<file path="config.mk">
export PLATFORM = sky130hd
export DESIGN_NAME = alu_iter_exec_flat
export DESIGN_NICKNAME = d
export VERILOG_FILES = /design/src/rtl/alu_iter_exec_if.sv /design/src/rtl/alu_iter_exec.sv /design/src/flat_wrapper.sv
export SDC_FILE = /design/constraint.sdc
export NUM_CORES = 1
export LEC_CHECK = 0
export ABC_AREA = 1
export CORE_MARGIN = 2
export CORE_UTILIZATION = 55
export DETAILED_ROUTE_END_ITERATION = 10
export MAX_ROUTING_LAYER = met4
export PLACE_DENSITY_LB_ADDON = 0.05
export RECOVER_POWER = 50
export SYNTH_ARGS = -nofsm -noshare
export SYNTH_HDL_FRONTEND = slang
export SYNTH_SLANG_ARGS = --single-unit
</file>
<file path="constraint.sdc">
create_clock -name clk -period 3.4 [get_ports clk]
set_input_delay 0.68 -clock clk [delete_from_list [all_inputs] [get_ports clk]]
set_output_delay 0.68 -clock clk [all_outputs]
set_load 0.01 [all_outputs]
</file>
<file path="src/rtl/alu_iter_exec_if.sv">
// Valid/ready channels for alu_iter_exec: an operation request and a result response.
// master = issue/writeback side, slave = the execute unit.
interface alu_iter_exec_if #(
   parameter int WIDTH = 32
);
   logic             in_valid;
   logic             in_ready;
   logic [3:0]       alu_op;
   logic [WIDTH-1:0] a;
   logic [WIDTH-1:0] b;
   logic             out_valid;
   logic             out_ready;
   logic [WIDTH-1:0] result;
   logic             illegal;

   modport master (
      output in_valid, alu_op, a, b, out_ready,
      input  in_ready, out_valid, result, illegal
   );

   modport slave (
      input  in_valid, alu_op, a, b, out_ready,
      output in_ready, out_valid, result, illegal
   );
endinterface

</file>
<file path="src/rtl/alu_iter_exec.sv">
// Execute-stage ALU: single-cycle ops, bit-serial shifts (one position per cycle).
// Define ALU_ITER_BARREL_EN to replace the serial shifter with a single-cycle barrel shifter.
`ifndef ALU_ADD
`define ALU_ADD    4'd0
`define ALU_SUB    4'd1
`define ALU_AND    4'd2
`define ALU_OR     4'd3
`define ALU_XOR    4'd4
`define ALU_SLT    4'd5
`define ALU_SLTU   4'd6
`define ALU_SLL    4'd7
`define ALU_SRL    4'd8
`define ALU_SRA    4'd9
`define ALU_COPY_A 4'd10
`define ALU_COPY_B 4'd11
`define ALU_XXX    4'd15
`endif

module alu_iter_exec #(
   parameter int WIDTH   = 32,
   parameter int SHAMT_W = 5
) (
   input logic         clk,
   input logic         rst,
   alu_iter_exec_if.slave bus
);
   typedef enum logic [1:0] {IDLE, SHIFT, DONE} state_t;

   state_t             state_q, state_d;
   logic [WIDTH-1:0]   result_q, result_d;
   logic               illegal_q, illegal_d;
   logic               accept;
   logic               is_shift;
   logic [WIDTH-1:0]   op_res;
   logic               op_ill;
   logic [SHAMT_W-1:0] shamt;

`ifndef ALU_ITER_BARREL_EN
   logic [WIDTH-1:0]   work_q, work_d;
   logic [SHAMT_W-1:0] count_q, count_d;
   logic [3:0]         sop_q, sop_d;
   logic [WIDTH-1:0]   shifted;
`endif

   assign shamt    = bus.b[SHAMT_W-1:0];
   assign accept   = bus.in_valid && bus.in_ready;
   assign is_shift = (bus.alu_op == `ALU_SLL) || (bus.alu_op == `ALU_SRL) ||
                     (bus.alu_op == `ALU_SRA);

   always_ff @(posedge clk or posedge rst) begin
      if (rst) begin
         state_q   <= IDLE;
         result_q  <= '0;
         illegal_q <= 1'b0;
`ifndef ALU_ITER_BARREL_EN
         work_q    <= '0;
         count_q   <= '0;
         sop_q     <= '0;
`endif
      end else begin
         state_q   <= state_d;
         result_q  <= result_d;
         illegal_q <= illegal_d;
`ifndef ALU_ITER_BARREL_EN
         work_q    <= work_d;
         count_q   <= count_d;
         sop_q     <= sop_d;
`endif
      end
   end

   // Single-cycle datapath; shift codes only resolve here in the barrel build.
   always_comb begin
      op_res = '0;
      op_ill = 1'b0;
      case (bus.alu_op)
         `ALU_ADD:    op_res = bus.a + bus.b;
         `ALU_SUB:    op_res = bus.a - bus.b;
         `ALU_AND:    op_res = bus.a & bus.b;
         `ALU_OR:     op_res = bus.a | bus.b;
         `ALU_XOR:    op_res = bus.a ^ bus.b;
         `ALU_SLT:    op_res = {{(WIDTH-1){1'b0}}, ($signed(bus.a) < $signed(bus.b))};
         `ALU_SLTU:   op_res = {{(WIDTH-1){1'b0}}, (bus.a < bus.b)};
         `ALU_COPY_A: op_res = bus.a;
         `ALU_COPY_B: op_res = bus.b;
`ifdef ALU_ITER_BARREL_EN
         `ALU_SLL:    op_res = bus.a << shamt;
         `ALU_SRL:    op_res = bus.a >> shamt;
         `ALU_SRA:    op_res = WIDTH'($signed(bus.a) >>> shamt);
`endif
         default:     op_ill = 1'b1;
      endcase
   end

`ifndef ALU_ITER_BARREL_EN
   always_comb begin
      if (sop_q == `ALU_SLL)      shifted = {work_q[WIDTH-2:0], 1'b0};
      else if (sop_q == `ALU_SRA) shifted = {work_q[WIDTH-1], work_q[WIDTH-1:1]};
      else                        shifted = {1'b0, work_q[WIDTH-1:1]};
   end
`endif

   always_comb begin
      state_d   = state_q;
      result_d  = result_q;
      illegal_d = illegal_q;
`ifndef ALU_ITER_BARREL_EN
      work_d    = work_q;
      count_d   = count_q;
      sop_d     = sop_q;
`endif
      case (state_q)
         IDLE, DONE: begin
            if (state_q == DONE && bus.out_ready) state_d = IDLE;
            if (accept) begin
`ifndef ALU_ITER_BARREL_EN
               if (is_shift) begin
                  work_d  = bus.a;
                  count_d = shamt;
                  sop_d   = bus.alu_op;
                  if (shamt == '0) begin
                     result_d  = bus.a;
                     illegal_d = 1'b0;
                     state_d   = DONE;
                  end else begin
                     state_d   = SHIFT;
                  end
               end else
`endif
               begin
                  result_d  = op_res;
                  illegal_d = op_ill;
                  state_d   = DONE;
               end
            end
         end
`ifndef ALU_ITER_BARREL_EN
         SHIFT: begin
            work_d  = shifted;
            count_d = count_q - 1'b1;
            if (count_q == SHAMT_W'(1)) begin
               result_d  = shifted;
               illegal_d = 1'b0;
               state_d   = DONE;
            end
         end
`endif
         default: state_d = IDLE;
      endcase
   end

   always_comb begin
      bus.in_ready  = 1'b0;
      bus.out_valid = 1'b0;
      case (state_q)
         IDLE:    bus.in_ready = 1'b1;
         DONE: begin
            bus.in_ready  = bus.out_ready;
            bus.out_valid = 1'b1;
         end
         default: ;
      endcase
   end

   assign bus.result  = result_q;
   assign bus.illegal = illegal_q;

   logic unused_is_shift;
   assign unused_is_shift = is_shift;
endmodule

</file>
<file path="src/flat_wrapper.sv">
// flat-port wrapper written by rule: the top's interface ports become plain ports
module alu_iter_exec_flat 
#(
   parameter int WIDTH   = 32,
   parameter int SHAMT_W = 5
)
  (clk, rst, bus_in_valid, bus_alu_op, bus_a, bus_b, bus_out_ready, bus_in_ready, bus_out_valid, bus_result, bus_illegal);
  alu_iter_exec_if #(.WIDTH(WIDTH)) bus_i ();
  input logic clk;
  input logic rst;
  input wire logic [$bits(bus_i.in_valid)-1:0] bus_in_valid;
  input wire logic [$bits(bus_i.alu_op)-1:0] bus_alu_op;
  input wire logic [$bits(bus_i.a)-1:0] bus_a;
  input wire logic [$bits(bus_i.b)-1:0] bus_b;
  input wire logic [$bits(bus_i.out_ready)-1:0] bus_out_ready;
  output wire logic [$bits(bus_i.in_ready)-1:0] bus_in_ready;
  output wire logic [$bits(bus_i.out_valid)-1:0] bus_out_valid;
  output wire logic [$bits(bus_i.result)-1:0] bus_result;
  output wire logic [$bits(bus_i.illegal)-1:0] bus_illegal;
  assign bus_i.in_valid = bus_in_valid;
  assign bus_i.alu_op = bus_alu_op;
  assign bus_i.a = bus_a;
  assign bus_i.b = bus_b;
  assign bus_i.out_ready = bus_out_ready;
  assign bus_in_ready = bus_i.in_ready;
  assign bus_out_valid = bus_i.out_valid;
  assign bus_result = bus_i.result;
  assign bus_illegal = bus_i.illegal;
  alu_iter_exec #(.WIDTH(WIDTH), .SHAMT_W(SHAMT_W)) u_core (.clk(clk), .rst(rst), .bus(bus_i));
endmodule
</file>
Yosys cells after proc, flatten, opt, wreduce, memory -nomap -nowiden. Cells that the tools add are included.

Register bits after elaboration: 76. Input port bits: 72. Output and inout bits: 35. Logic and storage cells: 77.

Add/sub/neg operators: 3. Magnitude comparators: 2. Equal/unequal tests: 21. Multiplexer cells: 28. Bitwise logic cells: 3. Reductions and logical operators: 14.

Operator list (number): $pmux W32 S9 (1); $mux W32 (8); $pmux W32 S2 (2); $lt A32 B32 Y1 (2); $add A32 B32 Y32 (1); $and A32 B32 Y32 (1); $or A32 B32 Y32 (1); $sub A32 B32 Y32 (1); $xor A32 B32 Y32 (1); $eq A4 B3 Y1 const B (5); $eq A4 B4 Y1 const B (5); $mux W2 (5); $mux W5 (2); $pmux W5 S2 (1); $reduce_or A9 Y1 (1); $eq A4 B2 Y1 const B (2); $mux W1 (6); $ne A2 B1 Y1 const B (3); $reduce_and A3 Y1 (2); $eq A5 B1 Y1 const B (1); $logic_not A5 Y1 (1); $sub A5 B1 Y5 const B (1); $eq A4 B1 Y1 const B (1); $logic_not A4 Y1 (1); 13 further kinds (16).

Logic depth before layout (Yosys ltp). Gate-level depths: netlist of the first run.

Depth after elaboration: 6. Gate-level depth with buffers: 19. Gate-level depth less buffers: 18.

Worst setup path before layout of the first run. OpenSTA, ideal clock, no wires.

Path kind: in2reg. Start: input bus_a[0]. End: register u_core.result_q[0], in the netlist u_core.bus.result[0]. Data arrival time: 2.275 ns. Required time: 3.272 ns. Setup slack: 0.998 ns. Cell stages on the path: 17. Buffers on the path: 0. Cell sequence: inv_1 > ha_1 > fa_1 > nor2_1 > nand2_1 > nand3_1 > nand3_1 > nand2_1 > nand2_1 > nand2_1 > nand2_1 > nand3_1 > nand2_1 > inv_1 > nand2_1 > nand2_1 > a21oi_1.

Cells in the longest elaborated chain, start to end: 5.

RTL lines: from (decl) (RTL line flat_wrapper.sv:13) `input wire logic [$bits(bus_i.a)-1:0] bus_a;`; $sub A32 B32 Y32 (tied with other cells) (RTL line alu_iter_exec.sv:78) `` `ALU_SUB: op_res = bus.a - bus.b; ``; $pmux W32 S9 (RTL line alu_iter_exec.sv:76) `case (bus.alu_op)`; $mux W32 (*) (RTL line alu_iter_exec.sv:117) `if (is_shift) begin`; $mux W32 (*) (RTL line alu_iter_exec.sv:115) `if (accept) begin`; $pmux W32 S2 (*) (RTL line alu_iter_exec.sv:112) `case (state_q)`; to (signal assigned) (RTL line alu_iter_exec.sv:62) `result_q <= result_d;`; to (decl) (RTL line alu_iter_exec.sv:30) `logic [WIDTH-1:0] result_q, result_d;`.

Every way passes the cells marked *; elsewhere a longest branch is shown, timed or not. The select of a mux whose other input is x is not followed. A chain may end at the register's enable or synchronous reset.

Final worst setup path of the first run.
Start: input bus_a[0]. End: register u_core.result_q[24], in the netlist u_core.bus.result[24].

Cells in the longest elaborated chain, start to end: 5.

RTL lines (RTL line): $sub A32 B32 Y32 or $add A32 B32 Y32 (tied branches) (alu_iter_exec.sv:78, alu_iter_exec.sv:77); $pmux W32 S9 (*) (alu_iter_exec.sv:76); $mux W32 (*) (alu_iter_exec.sv:117); $mux W32 (*) (alu_iter_exec.sv:115); $pmux W32 S2 (*) (alu_iter_exec.sv:112).

Marked as above.

==> impl_metrics.csv, run 1 <==
group,metric,value,unit
run_status,status,"complete, no violations",
floorplanning,die_x,143,um
routing,wl,42900,um
final_layout,multi_input_area,7170,sq um
final_layout,final_net_count,2193,
routing,avgRoutedWirePerCell,18.8,um
global_routing,gr-usage-all-layers,42.7,%
yosys,synthDominantAreaCellType,"dfrtp_1",
sta,setup_viol,0,
final_layout,syn2layout_area_growth,20.0,%
power_and_ir_drop,totalPowerFinal,5.80,mW
clock_network,clkLatencyLatePin,0.33,ns
routing,vias_per_cell,5.88,
critical_path,cp_top_family,"simple AND/OR/NAND/NOR gates",
routing,detailedRoute.firstIterationViolations,1470,
placement,global_placer_s_final_weighted_congestion,1.06,
sta,fmaxAchievable,0.316,GHz
clock_network,number_of_gates_given_a_new_drive_strength_after_cts,0,
critical_path,critical_path.max_stage_delay,0.59,ns
global_routing,grt_first_pass_wirelength,66200,um
global_routing,antenna_found_initial,0,
critical_path,crit_path_end_kind,"flip-flop",
sta,finalCritPeriodShare,93.2,%
yosys,dominantRegCellSynth,"dfrtp_1",
floorplanning,die_area,20600,sq um
sta,hold_viol_final,0,
final_layout,ff_latch_area,1900,sq um
yosys,syn-mean-instance-area,5.70,sq um
power_and_ir_drop,p_per_area,452,nW/um^2
sta,grt_setup_unrepaired,"false",
critical_path,worstPathMaxFanout,4,
clock_network,cts.htree.levels,3,
floorplanning,core.rowCount,50,
routing,via_count,13444,
critical_path,crit_type,"in2reg",
power_and_ir_drop,vdd_ir_drop_max,0.000450,V
clock_network,postCtsHoldBufs,0,
critical_path,critical_path_arrival,3.39,ns
final_layout,nFillCells,1782,
sta,totalNegativeSetupSlack,0,ns
floorplanning,initial_core_util,56.5,%
yosys,synth_fp_nets,2047,
routing,drcViolationCount,0,
critical_path,critical_path.cell_chain,"clkdlybuf4s50_1 -> inv_1 -> ha_1 -> fa_1 -> nor2_1 -> nand2_1 -> nand3_1 -> nand3_1 -> nand2_1 -> nand2_1 -> nand3_1 -> nand2_1 -> nand3_1 -> nand3_1 -> nand2_1 -> a21oi_1",
placement,numPortBuffers,106,
yosys,yosys_warnings,0,
global_routing,grt_overflow,0,
clock_network,cts_max_path_buffers,2,
power_and_ir_drop,total_leakage_power,6.92,nW
floorplanning,floorplan.io_pins,107,
clock_network,clock_sink_count,76,
global_routing,grt_start_max_net_pins,66,
flow_run,max_cap_violations,0,
critical_path,worstPathRequired,3.62,ns
floorplanning,die_height,143,um
sta,worst_pin_slew,1.42,ns
yosys,seq_area_frac_synth,17.8,%
floorplanning,core_outline_area,18900,sq um
final_layout,antennaDiodeCount,0,
yosys,synth_edf_count,0,
critical_path,timing.critical_path.from_type,"primary input",
yosys,synth.top_cell.area_share,17.8,%
yosys,yosys.cell_types.count,47,
clock_network,clk_transition_reported_paths,0.06,ns
routing,drt_first_pass_iters,6,
yosys,async_flop_share,100,%
clock_network,post_cts_repair_timing_setup_buffer_count,0,
yosys,netlist_top_cells_count,"504 x nand2_1, 317 x inv_1, 228 x nor2_1, 168 x nand3_1, 101 x o21ai_0",
yosys,mappedNetlistArea,10700,sq um
yosys,postSynthRegisterBits,76,
clock_network,tritoncts,"done",
critical_path,cp_num_buf_inv,2,
clock_network,cts-root-buf,"clkbuf_16",
yosys,yosys-top-cells-area,"dfrtp_1 18%, nand2_1 18%, ha_1 11%",
yosys,netlist_instances,1875,
final_layout,drive_gt1_share,7.21,%
critical_path,critical_path.slowest_cell,"clkdlybuf4s50_1",
sta,relSlewSlack,5.26,%
sta,finClkSkew,0.00568,ns
routing,post_drt_antenna_nets,0,
yosys,synthMostInstantiatedCell,"nand2_1",
sta,layout_min_cycle_time,3.17,ns
worst_hold_path,hold_class,"reg2reg",
clock_network,tritoncts.num_buffers,9,
global_routing,grt_pass1_vias,12677,
sta,final_max_slew_viol_count,0,
placement,hpwl,33800,um
[cell usage in the layout (no fill, tap or decap), types with 2 or more instances in the layout]
| cell | netlist | layout |
|---|---|---|
| a211oi_1 | 26 | 26 |
| a21oi_1 | 98 | 98 |
| a31oi_1 | 7 | 7 |
| and3_1 | 2 | 2 |
| buf_12 | 0 | 4 |
| buf_4 | 2 | 103 |
| clkbuf_16 | 0 | 9 |
| clkdlybuf4s50_1 | 0 | 88 |
| clkinv_2 | 0 | 2 |
| clkinvlp_4 | 0 | 2 |
| dfrtp_1 | 76 | 76 |
| dlygate4sd3_1 | 0 | 18 |
| fa_1 | 2 | 2 |
| ha_1 | 98 | 98 |
| inv_1 | 317 | 315 |
| inv_2 | 6 | 7 |
| nand2_1 | 504 | 504 |
| nand3_1 | 168 | 168 |
| nand4_1 | 19 | 19 |
| nor2_1 | 228 | 227 |
| nor2_2 | 3 | 3 |
| nor2_4 | 2 | 3 |
| nor3_1 | 38 | 38 |
| o211ai_1 | 6 | 6 |
| o21ai_0 | 101 | 101 |
| o21ai_2 | 2 | 2 |
| o21bai_1 | 7 | 7 |
| o221ai_1 | 3 | 3 |
| o22ai_1 | 60 | 60 |
| o31ai_1 | 3 | 3 |
| xor2_1 | 3 | 3 |
[cell families after synthesis]
family | after synthesis | share of synthesized area, %
compound gates | 323 | 17.5
xor+xnor | 4 | 0.328
fa+ha+maj | 100 | 11.9
buf+inv | 403 | 15.2
flops | 76 | 17.8
simple gates | 969 | 37.3
[layer usage]
metal,routed length [um],up-vias,global-route usage (%)
met5,0,-,-
met1,16100,6048,49.9
li1,-,6297,-
met4,3360,0,27.6
met3,3870,204,4.57
met2,19500,895,69.8
[stage by stage]
stage / util [%] / area, sq um / setup WS, ns / std cells / hold slack [ns]
floorplan: - / 10700 / 0.782 / 1875 / 0.475
global placement: 66.4 / 12500 / 0.0236 / 2270 / 0.494
detailed placement: 66.4 / 12500 / -0.0266 / 2270 / 0.502
CTS: 68.0 / 12800 / 0.295 / 2286 / 0.516
global route: 67.9 / 12800 / 0.00909 / 2286 / 0.553
finish: 67.9 / 12800 / 0.231 / 2286 / 0.510
[registers in the layout, indices dropped and copies added (netlist names)]
register            cells
u_core.work_q          32
u_core.sop_q            4
u_core.count_q          5
u_core.state_q          2
u_core.bus.result      32
u_core.bus.illegal      1
[final timing paths]
path                                 startpoint                     to  slack (ns)  depth (start not counted)
max                                    bus_a[0]  u_core.bus.result[24]        0.23                         16
min                        u_core.bus.result[8]   u_core.bus.result[8]        0.51                          2
max reg2reg                     u_core.sop_q[3]  u_core.bus.result[20]        0.88                          8
min reg2reg                u_core.bus.result[8]   u_core.bus.result[8]        0.51                          2
max in group asynchronous                   rst  u_core.bus.result[10]        0.56                          3
min in group asynchronous                   rst      u_core.work_q[25]        0.97                          2
[where the power goes]
part           switching [mW]  total [mW]  internal, mW
clock                   0.401       0.970         0.569
sequential              0.333        1.69          1.35
combinational            1.90        3.14          1.24
[worst reg2reg max path, delay by kind of cell, from the launching register on]
kind            cells  cell delay, ns
simple gates        3            0.68
buf+inv             3            1.10
compound gates      2            0.26
flops               1            0.40
[area by class of cell]
class,instances,area share (%)
tap,260,2.54
multi-input combinational,1396,55.9
clock inverter,6,0.498
clock buffer,10,1.79
timing repair buffer,214,15.0
sequential,76,14.8
inverter,324,9.51
Note: power is estimated with default switching activity, not from simulation.
==> run 2: changes to the inputs <==
- CTS_CLUSTER_SIZE: unset -> 8
==> results of run 2 <==
The final DEF is identical to that of run 1; final timing and power are the same.
==> run 3: changes to the inputs <==
- SLEW_MARGIN: unset -> 40
==> results of run 3 <==
The final DEF is identical to that of run 1; final timing and power are the same.
